==> src/rtl/boot_sequencer.sv <==
// boot_sequencer: PLL-lock core reset, USB activity detection and SB_WARMBOOT control.
// Define AUTOBOOT_TIMEOUT_EN to enable the RUN_IDLE idle-timeout auto-boot.
module boot_sequencer #(
    parameter int unsigned RESET_CYCLES      = 4800,
    parameter int unsigned TIMEOUT_CYCLES    = 96000000,
    parameter int unsigned BOOT_DELAY_CYCLES = 480000,
    parameter logic [1:0]  BOOT_IMAGE        = 2'b01
) (
    input  logic       clk_48mhz,
    input  logic       reset,
    input  logic       pll_lock,
    input  logic       usb_p_rx,
    input  logic       usb_n_rx,
    input  logic       boot_req,
    output logic       core_reset,
    output logic       warm_boot,
    output logic [1:0] boot_sel,
    output logic       usb_active,
    output logic [2:0] state
);
    localparam int unsigned MAX_AB     = (RESET_CYCLES > TIMEOUT_CYCLES) ? RESET_CYCLES : TIMEOUT_CYCLES;
    localparam int unsigned MAX_CYCLES = (MAX_AB > BOOT_DELAY_CYCLES) ? MAX_AB : BOOT_DELAY_CYCLES;
    localparam int unsigned CW         = $clog2(MAX_CYCLES) + 1;

    localparam logic [CW-1:0] RESET_LAST = CW'(RESET_CYCLES - 1);
    localparam logic [CW-1:0] DELAY_LAST = CW'(BOOT_DELAY_CYCLES - 1);
`ifdef AUTOBOOT_TIMEOUT_EN
    localparam logic [CW-1:0] TIMEOUT_LAST = CW'(TIMEOUT_CYCLES - 1);
`endif

    typedef enum logic [2:0] {
        RESET_WAIT = 3'd0,
        RUN_IDLE   = 3'd1,
        RUN_ACTIVE = 3'd2,
        BOOT_DELAY = 3'd3,
        BOOT       = 3'd4
    } state_t;

    state_t        fsm;
    logic [CW-1:0] cnt;
    logic          lock_meta, lock_s;
    logic [1:0]    usb_meta, usb_s, usb_prev;
    logic          activity;

    assign activity = (usb_s != usb_prev);
    assign boot_sel = BOOT_IMAGE;
    assign state    = fsm;

    always_ff @(posedge clk_48mhz or posedge reset) begin
        if (reset) begin
            lock_meta  <= 1'b0;
            lock_s     <= 1'b0;
            usb_meta   <= '0;
            usb_s      <= '0;
            usb_prev   <= '0;
            cnt        <= '0;
            fsm        <= RESET_WAIT;
            core_reset <= 1'b1;
            warm_boot  <= 1'b0;
            usb_active <= 1'b0;
        end else begin
            lock_meta <= pll_lock;
            lock_s    <= lock_meta;
            usb_meta  <= {usb_p_rx, usb_n_rx};
            usb_s     <= usb_meta;
            usb_prev  <= usb_s;

            case (fsm)
                RESET_WAIT: begin
                    if (!lock_s) begin
                        cnt <= '0;
                    end else if (cnt == RESET_LAST) begin
                        fsm        <= RUN_IDLE;
                        core_reset <= 1'b0;
                        cnt        <= '0;
                    end else begin
                        cnt <= cnt + CW'(1);
                    end
                end
                RUN_IDLE: begin
                    if (!lock_s) begin
                        fsm        <= RESET_WAIT;
                        core_reset <= 1'b1;
                        usb_active <= 1'b0;
                        cnt        <= '0;
                    end else if (boot_req) begin
                        fsm <= BOOT_DELAY;
                        cnt <= '0;
                    end else if (activity) begin
                        fsm        <= RUN_ACTIVE;
                        usb_active <= 1'b1;
                        cnt        <= '0;
`ifdef AUTOBOOT_TIMEOUT_EN
                    end else if (cnt == TIMEOUT_LAST) begin
                        // No host attached, so boot straight away without a drain delay
                        fsm       <= BOOT;
                        warm_boot <= 1'b1;
                        cnt       <= '0;
                    end else begin
                        cnt <= cnt + CW'(1);
                    end
`else
                    end else begin
                        cnt <= '0;
                    end
`endif
                end
                RUN_ACTIVE: begin
                    cnt <= '0;
                    if (!lock_s) begin
                        fsm        <= RESET_WAIT;
                        core_reset <= 1'b1;
                        usb_active <= 1'b0;
                    end else if (boot_req) begin
                        fsm <= BOOT_DELAY;
                    end
                end
                BOOT_DELAY: begin
                    if (!lock_s) begin
                        fsm        <= RESET_WAIT;
                        core_reset <= 1'b1;
                        usb_active <= 1'b0;
                        cnt        <= '0;
                    end else if (cnt == DELAY_LAST) begin
                        fsm       <= BOOT;
                        warm_boot <= 1'b1;
                        cnt       <= '0;
                    end else begin
                        cnt <= cnt + CW'(1);
                    end
                end
                BOOT: begin
                    warm_boot <= 1'b1;
                end
                default: begin
                    fsm        <= RESET_WAIT;
                    core_reset <= 1'b1;
                    usb_active <= 1'b0;
                    warm_boot  <= 1'b0;
                    cnt        <= '0;
                end
            endcase
        end
    end
endmodule

==> config.mk <==
export PLATFORM = sky130hd
export DESIGN_NAME = boot_sequencer
export DESIGN_NICKNAME = d
export VERILOG_FILES = /design/src/rtl/boot_sequencer.sv
export SDC_FILE = /design/constraint.sdc
export NUM_CORES = 1
export LEC_CHECK = 0
export CAP_MARGIN = 5
export CORE_MARGIN = 2
export CORE_UTILIZATION = 60
export DETAILED_ROUTE_END_ITERATION = 7
export DONT_BUFFER_PORTS = 1
export PLACE_DENSITY_LB_ADDON = 0.1
export SLEW_MARGIN = 20
export SYNTH_ARGS = -nofsm -noshare
export SYNTH_HDL_FRONTEND = slang
export SYNTH_SLANG_ARGS = --single-unit
==> constraint.sdc <==
create_clock -name clk_48mhz -period 4.1 [get_ports clk_48mhz]
set_input_delay 0.41 -clock clk_48mhz [delete_from_list [all_inputs] [get_ports clk_48mhz]]
set_output_delay 0.41 -clock clk_48mhz [all_outputs]
set_load 0.05 [all_outputs]
==> reports/summary.txt <==
Synth warn: 0
Area of the die: 4480 µm²
Total Routing Usage GR: 24.8%
Setup total negative slack: 0 ps
Setup violation total in the final timing report: 0
RSZ-0062 raised after global routing: no
Worst setup skew after layout: 2.63 ps
Number of DRC markers in iteration 0: 193
Effective utilization at floorplan: 63.5%
Total via count in the routed design: 1996
Crit-path max cell delay: 510 ps
Arrival time at the worst endpoint: 2720 ps
Cell family with most CP delay: simple AND/OR/NAND/NOR gates
Internal portion of total power: 0.547 mW
Async S/R FF share, synth: 100%
I/O Buffers: 0
Number of rows created at floorplan: 22
CTS tree: done
Post-CTS repair timing setup buffer count: 0
Min cycle time layout: 2560 ps
Number of antenna repair diodes: 0
Worst setup SP type: register
Die width: 66.9 µm
Clock share of power: 37.5%
Wire length per cell: 15.7 µm
Clock net sink count: 42
Last weighted congestion value of the routability-driven placer: 0.807
DRC violations left: 0
CP Buf/Inv Count: 0
Crit. End Element: register
Final routed wirelength across all metal layers: 4970 µm
Start-to-end type of the worst setup path: register to register
Final max-slew violation count: 0
Cell accounting for the most synthesized area: dfrtp_1
Slack of the worst reg-to-reg path: 1540 ps
Comb power frac: 4.2%
Max-cap check violation count: 0
Cell-by-cell listing of the critical path: nor4_1 -> and4_1 -> a41oi_4 -> nor2_2 -> o221ai_1
Via count of the first global-routing pass: 1803
Post-Syn Nets: 282
Hold_ws: 118 ps
Top post-synthesis cells by area: dfrtp_1 (43%), nand2_1 (6.9%), o211ai_1 (4.4%)
Cell Count Post-Placement: 308
Peak fanout along the critical path: 35
Number of enable-type register cells in the synthesized netlist: 0
Hold_buf cts: 0
Worst supply voltage drop on vdd: 0.282 mV
Max-slew headroom: 35.3%
TritonCTS Buffers: 5
Upper clock frequency limit: 391 MHz
Share of power burned in registers: 58.4%
Transition time at the pin with the least slew margin: 968 ps
Area overhead of the layout relative to synthesis: 3.84%
Global-route wire length before repair: 8450 µm
Via density per instance: 6.32
Total of fill cells in the finished design: 314
Primary FF master, synth: dfrtp_1
Synth cell types: 46
Required time of the critical path: 4260 ps
Half-perimeter wire length after placement: 3380 µm
Clock latency on the worst-skew pair: 300 ps
Area of the core: 3740 µm²
Mapped Avg Cell Area: 8.64 µm²
Synth top area share: 43.2%
Share of layout cells above drive strength 1: 7.84%
Boundary Pins: 14
First-pass detailed-route iteration total: 4
Run status: completed
HP Class: primary input to asynchronous set/reset pin
Final #Nets: 274
Buffer cell driving the clock tree root: clkbuf_8
Maximum root-to-sink buffer count: 2
Pwr dens: 295 nW/µm²
Net switching fraction of the power: 24.9%
Post-Syn Area: 2380 µm²
Cell count after synthesis: 275
Initial antenna violation count: 0
Net switching power of the design: 0.181 mW
Die height: 66.9 µm
Number of failing hold endpoints at the final stage: 0
Post-cts sizing count: 0
Largest net degree at the start of global routing: 43
Share of synthesized area occupied by flip-flops and latches: 44.3%
Clock H-tree levels: 2
Final non-filler cell total: 316
Final worst path period share: 62.4%
Total overflow reported by the global router: 0
Leakage: 1.02 nW
Clock transition at the registers of the reported paths: 80 ps
Antenna-violating nets left: 0
Worst path slowest cell: nor2_2
Synthesized flop and latch total: 42
per-layer routing:
metal  vias up  track usage, %  wire length, µm
li1        985               -                -
met1       955            34.7             2420
met2        48            38.9             2230
met3         8            4.90              251
met4         0            7.65               65
met5         -               0                0
through the flow:
step                utilization [%]  setup WS [ps]  total power [mW]  area (µm²)
finish                         65.9           1540             0.728        2470
global placement               63.5           1670             0.463        2380
CTS                            65.9           1560             0.732        2470
global route                   65.9           1350             0.755        2470
detailed placement             63.5           1570             0.464        2380
floorplan                         -           2150             0.458        2380
worst paths after layout:
kind | from | end | cells after the start
worst max-delay path | cnt[23] | cnt[9] | 5
worst min-delay path | reset | usb_s[0] | 2
worst max register to register | cnt[23] | cnt[9] | 5
worst min register to register | usb_meta[1] | usb_s[1] | 0
max in group asynchronous | reset | core_reset | 2
min in group clk_48mhz | usb_n_rx | usb_meta[0] | 0
power by group through the flow:
stage	Combinational [mW]	Sequential (mW)	Clock, mW
after global routing	0.0349	0.426	0.295
after CTS	0.0311	0.425	0.276
after floorplan	0.0263	0.432	0
final	0.0303	0.425	0.273
after global placement	0.0299	0.433	0
after detailed placement	0.0311	0.433	0
synthesized netlist by cell type, types with 2 or more instances:
library cell  instances
nor4b_1               3
o31a_1                3
inv_1                10
o31ai_1               2
a41oi_1               2
nor3_1                5
o2111ai_1             3
or2_2                 4
o211ai_1             14
o22ai_1              10
xnor2_1               3
and3_1                7
dfrtp_1              41
nand3_1              13
o21ai_0              19
nand4_1               5
a21oi_1               3
a31oi_1               2
clkbuf_1             11
buf_4                 2
conb_1                2
nor4_1                7
nor2b_1               3
a22oi_1               3
and2_1                7
buf_2                 5
o21bai_1              4
nor2_1               17
and4_1                3
o221ai_1              2
or4_1                 2
nand2_1              44
area by class of cell:
class,count,area (µm²),area share [%]
tap,48,60.1,2.43
clock inverter,3,21.3,0.862
timing repair buffer,3,22.5,0.912
inverter,10,37.5,1.52
multi-input combinational,205,1210,48.9
sequential,42,1050,42.6
clock buffer,5,68.8,2.79
cell families after synthesis:
group           after synthesis  synth area share (%)
simple gates                127                  27.4
compound gates               72                  21.4
flops                        42                  44.3
buf+inv                      28                  5.00
xor+xnor                      3                  1.11
other cells                   2                 0.316
fa+ha+maj                     1                 0.526
placed cells by master (no fill, tap or decap), types with 2 or more instances in the layout:
cell,n
buf_4,3
or4_1,2
clkbuf_8,5
a31oi_1,2
nor3_1,5
and2_1,7
o31ai_1,2
nand4_1,5
conb_1,2
a21oi_1,3
o2111ai_1,3
xnor2_1,3
nor2b_1,3
o31a_1,3
o211ai_1,14
o21ai_0,19
inv_1,9
nor4b_1,3
nor2_1,17
nor4_1,7
or2_2,4
o21bai_1,4
and4_1,3
nand3_1,13
o221ai_1,2
dfrtp_1,41
o22ai_1,10
and3_1,7
nand2_1,44
a41oi_1,2
a22oi_1,3
sequential cells by signal, summed over array words and instances, names as in the netlist:
register / count
lock_s: 1
usb_active: 1
usb_s: 2
cnt: 28
core_reset: 1
warm_boot: 1
state: 3
usb_meta: 2
lock_meta: 1
usb_prev: 2
No activity file was read; power rests on OpenSTA's default activity.
